--- src/rtl/duart_tx_sequencer.sv ---
// duart_tx_sequencer: shares the d2681 register port between the CPU and a FIFO-buffered byte stream to channel A.
module duart_tx_sequencer #(
  parameter int FIFO_DEPTH   = 8,
  parameter int POLL_GAP     = 4,
  parameter int STARVE_LIMIT = 16
) (
  input  logic                          clk,
  input  logic                          reset_n,
  input  logic                          clken,
  input  logic                          cpu_req,
  input  logic                          cpu_we,
  input  logic [3:0]                    cpu_addr,
  input  logic [7:0]                    cpu_di,
  output logic [7:0]                    cpu_do,
  output logic                          cpu_ack,
  input  logic                          tx_valid,
  input  logic [7:0]                    tx_data,
  output logic                          tx_ready,
  output logic                          duart_enable,
  output logic                          duart_we,
  output logic [3:0]                    duart_addr,
  output logic [7:0]                    duart_di,
  input  logic [7:0]                    duart_do,
  output logic [$clog2(FIFO_DEPTH):0]   fifo_level,
  output logic                          busy
);
  localparam int AW = $clog2(FIFO_DEPTH);
  localparam int LW = AW + 1;
  localparam int GW = $clog2(POLL_GAP + 1);
  localparam int SW = $clog2(STARVE_LIMIT + 1);
  typedef enum logic [1:0] {IDLE, POLL, WAIT, WRITE} state_t;
  state_t state, state_nx;
  logic [7:0] mem [FIFO_DEPTH];
  logic [AW-1:0] wr_ptr, rd_ptr;
  logic [GW-1:0] gap_cnt, gap_nx;
  logic [SW-1:0] starve_cnt;
  logic seq_want, cpu_own, seq_own, push, pop;
  assign seq_want = state == POLL || state == WRITE;
  // the CPU yields only once the stream has lost STARVE_LIMIT consecutive slots
  assign cpu_own  = reset_n && clken && cpu_req && !(seq_want && starve_cnt == SW'(STARVE_LIMIT));
  assign seq_own  = reset_n && clken && seq_want && !cpu_own;
  assign tx_ready = reset_n && fifo_level < LW'(FIFO_DEPTH);
  assign push     = tx_valid && tx_ready;
  assign pop      = seq_own && state == WRITE;
  assign busy     = fifo_level != '0 || state != IDLE;
  assign duart_enable = cpu_own || seq_own;
  assign duart_we     = cpu_own ? cpu_we : pop;
  assign duart_addr   = cpu_own ? cpu_addr : seq_own ? (pop ? 4'h3 : 4'h1) : 4'h0;
  assign duart_di     = cpu_own ? cpu_di : pop ? mem[rd_ptr] : 8'h00;
  assign cpu_ack      = cpu_own;
  assign cpu_do       = cpu_own ? duart_do : 8'h00;
  always_comb begin
    state_nx = state;
    gap_nx = gap_cnt;
    case (state)
      IDLE: if (fifo_level != '0) state_nx = POLL;
      POLL: if (seq_own) begin
        state_nx = duart_do[2] ? WRITE : WAIT;
        gap_nx = duart_do[2] ? gap_cnt : GW'(POLL_GAP);
      end
      WAIT: if (clken) begin
        gap_nx = gap_cnt - GW'(1);
        state_nx = gap_cnt == GW'(1) ? POLL : WAIT;
      end
      default: if (seq_own) state_nx = IDLE;
    endcase
  end
  always_ff @(posedge clk or negedge reset_n) begin
    if (!reset_n) begin
      state      <= IDLE;
      gap_cnt    <= '0;
      starve_cnt <= '0;
      wr_ptr     <= '0;
      rd_ptr     <= '0;
      fifo_level <= '0;
    end else begin
      state   <= state_nx;
      gap_cnt <= gap_nx;
      if (seq_own) starve_cnt <= '0;
      else if (seq_want && cpu_own && starve_cnt != SW'(STARVE_LIMIT)) starve_cnt <= starve_cnt + SW'(1);
      if (push) wr_ptr <= wr_ptr + AW'(1);
      if (pop) rd_ptr <= rd_ptr + AW'(1);
      fifo_level <= fifo_level + LW'(push) - LW'(pop);
    end
  end
  always_ff @(posedge clk) begin
    if (push) mem[wr_ptr] <= tx_data;
  end
endmodule

--- config.mk ---
export PLATFORM = sky130hd
export DESIGN_NAME = duart_tx_sequencer
export DESIGN_NICKNAME = d
export VERILOG_FILES = /design/src/rtl/duart_tx_sequencer.sv
export SDC_FILE = /design/constraint.sdc
export NUM_CORES = 1
export LEC_CHECK = 0
export BUFFER_PORTS_ARGS = -buffer_cell sky130_fd_sc_hd__buf_2
export CORE_MARGIN = 5
export CORE_UTILIZATION = 33
export DETAILED_ROUTE_END_ITERATION = 16
export PLACE_DENSITY_LB_ADDON = 0.2
export SKIP_CTS_REPAIR_TIMING = 1
export SYNTH_ARGS = -nofsm -noshare
export SYNTH_HDL_FRONTEND = slang
export SYNTH_SLANG_ARGS = --single-unit
--- constraint.sdc ---
create_clock -name clk -period 2.8 [get_ports clk]
set_clock_uncertainty 0.15 [all_clocks]
set_input_delay 0.28 -clock clk [delete_from_list [all_inputs] [get_ports clk]]
set_output_delay 0.28 -clock clk [all_outputs]
set_load 0.02 [all_outputs]
==> impl_metrics.tcl <==
set metrics [dict create \
    area_delta_synth_final_pct 21.83 \
    clock-root-buffer "clkbuf_16" \
    placed_cells 458 \
    ir_drop_mv 0.3312 \
    endpoint_kind "output port" \
    grt_pass1_wl_um 12690 \
    finalCritPeriodShare 0.9193 \
    ant_nets 0 \
    worstPathRequired_ns 2.37 \
    path_cells "inv_1 -> ha_1 -> nand4bb_1 -> o2111a_1 -> buf_4 -> a22o_1 -> buf_2" \
    port_buffers 62 \
    tns_ns 0 \
    status "completed" \
    grt.overflow.total 0 \
    power_frac_comb 0.300 \
    slowest_stage "dfrtp_1" \
    synth_ff_type "edfxtp_1" \
    synth_nets 293 \
    min_period_ns 2.574 \
    pin_count 63 \
    antenna_cells 0 \
    syn_area_per_cell_um2 15.62 \
    p_sw_frac 0.3132 \
    gp_congestion 0.7914 \
    internal_power_uw 2737 \
    power.density_mw_per_mm2 847.9 \
    path_class "register to output port" \
    drt_wl_total_um 7987 \
    slowest_delay_ns 0.41 \
    synth-edff-count 64 \
    remaining_drc_errors 0 \
    setup_viol_count_final 0 \
    syn_area_mm2 0.003857 \
    ys_ff_latch 84 \
    ys_types 46 \
    htreeDepth 3 \
    nNetsFinal 373 \
    pwr-share-clk 0.271 \
    synth_top_area_share 0.4982 \
    grt_pass1_vias 2308 \
    p_switching_uw 1248 \
    cts_tree "yes" \
    yosys_warnings 0 \
    coreArea_mm2 0.01142 \
    drt_iter0_drc 85 \
    clock.fmax_ghz 0.3885 \
    drive_gt1_frac 0.3343 \
    wl_per_cell_um 16.81 \
    num_vias 2315 \
    syn_inst 247 \
    numCtsBuffers 9 \
    critPathArrivalTime_ns 2.14 \
    power_frac_seq 0.429 \
    clkTransAtPathRegs_ns 0.06 \
    synth.area.top_cells "edfxtp_1, dfrtp_1, mux4_1" \
    relSlewSlack 0.5225 \
    instances_no_fill 475 \
    synth_common_cells "edfxtp_1, dfrtp_1, inv_1" \
    ys_async_sr_fraction 0.2381 \
    path_max_fanout 22 \
    rsz0062_at_grt "false" \
    tightest_slew_ns 0.6982 \
    clkSinkCount 84 \
    final_max_slew_viol_count 0 \
    ys_seq_area_frac 0.6280 \
    rows 39 \
    routed_via_density 4.874 \
    cts_buffer_depth 2 \
    hold_viol 0 \
    maxCapViolations 0 \
    dpl_cell_area_mm2 0.004413 \
    start_util 0.3378 \
    first_pass_iters 5 \
    fp.dieW_um 118.1 \
    final_area_mm2 0.004700 \
    worst_setup_path_start_kind "register" \
    grt_max_degree 23 \
    antenna_found_initial 0 \
    yosysMostFrequentCell "edfxtp_1" \
    leakagePower_uw 0.001905 \
    hold_path_class "input port to register" \
    die_area_mm2 0.01395 \
    synth_area_leader_cell "edfxtp_1" \
    fp.dieH_um 118.1 \
    clkLatencyLatePin_ns 0.33 \
    place_hpwl_um 5464 \
    grt_use_total 0.1176 \
]
[power groups by stage]
stage          combinational, uW  clock (uW)  sequential (uW)
2_1_floorplan                925           0             1680
3_3_place_gp                1200           0             1730
3_5_place_dp                1210           0             1740
4_1_cts                     1220        1120             1710
5_1_grt                     1330        1170             1740
6_report                    1200        1080             1710
[flip-flops by register name, summed over array words and instances (netlist names)]
name	count
wr_ptr	3
rd_ptr	3
starve_cnt	5
mem	64
state	2
fifo_level	4
gap_cnt	3
[worst paths after layout]
check	endpoint	startpoint	depth (start not counted)	slack (ns)
setup reg to reg	fifo_level[2]	starve_cnt[0]	10	0.30
hold reg to reg	wr_ptr[0]	wr_ptr[0]	2	0.38
max in group asynchronous	state[0]	reset_n	3	1.91
setup / recovery	duart_di[5]	starve_cnt[0]	7	0.23
hold / removal	mem[7][5]	tx_data[5]	1	0.07
min in group asynchronous	starve_cnt[1]	reset_n	2	0.17
[cell type report]
cell class	instances	area, um^2
sequential	84	2422
fill	1071	6719
multi-input combinational	135	1297
tap	143	178.9
clock buffer	9	225.2
clock inverter	7	51.30
inverter	17	63.81
timing repair buffer	80	460.4
[layout by cell type (no fill, tap or decap), types with 8 or more instances in the layout]
master / n
dfrtp_1: 20
and2_1: 10
inv_1: 17
clkbuf_16: 9
buf_4: 16
buf_2: 62
edfxtp_1: 64
mux4_1: 9
a22o_1: 10
mux2_2: 9
nand2_1: 13
nand2b_1: 8
ha_1: 11
[routing by layer]
layer / vias to the layer above / share of wire / GRT usage
met5: - / 0 / 0
met2: 67 / 0.48 / 0.1864
met1: 1130 / 0.45 / 0.1495
met3: 6 / 0.055 / 0.03892
met4: 0 / 0.010 / 0.04516
li1: 1112 / - / -
[stage by stage]
| step | util | setup WS (ns) | total power (uW) | hold WS [ns] |
|---|---|---|---|---|
| after global routing | 0.4116 | 0.06062 | 4240 | 0.05637 |
| after detailed placement | 0.3865 | 0.2781 | 2947 | -0.02680 |
| final | 0.4116 | 0.2259 | 3985 | 0.06646 |
| after floorplan | - | 0.1387 | 2604 | -0.1656 |
| after global placement | 0.3865 | 0.3534 | 2926 | -0.02810 |
| after CTS | 0.4107 | 0.1906 | 4050 | -0.3908 |
[cell families after synthesis]
family                   synth area share
AND/OR/NAND/NOR                   0.07947
multiplexers                       0.1336
XOR/XNOR                          0.01135
AO/OA/AOI/OAI                     0.06974
buffers and inverters             0.03698
flip-flops                         0.6280
adder cells (fa/ha/maj)           0.04087
[critical path: cells and delay by family, from the launching register on]
| kind | cells | cell delay [ns] |
|---|---|---|
| AO/OA/AOI/OAI | 2 | 0.58 |
| adder cells (fa/ha/maj) | 1 | 0.15 |
| buffers and inverters | 3 | 0.44 |
| flip-flops | 1 | 0.41 |
| AND/OR/NAND/NOR | 1 | 0.21 |
Power figures use the tool's default switching activity.
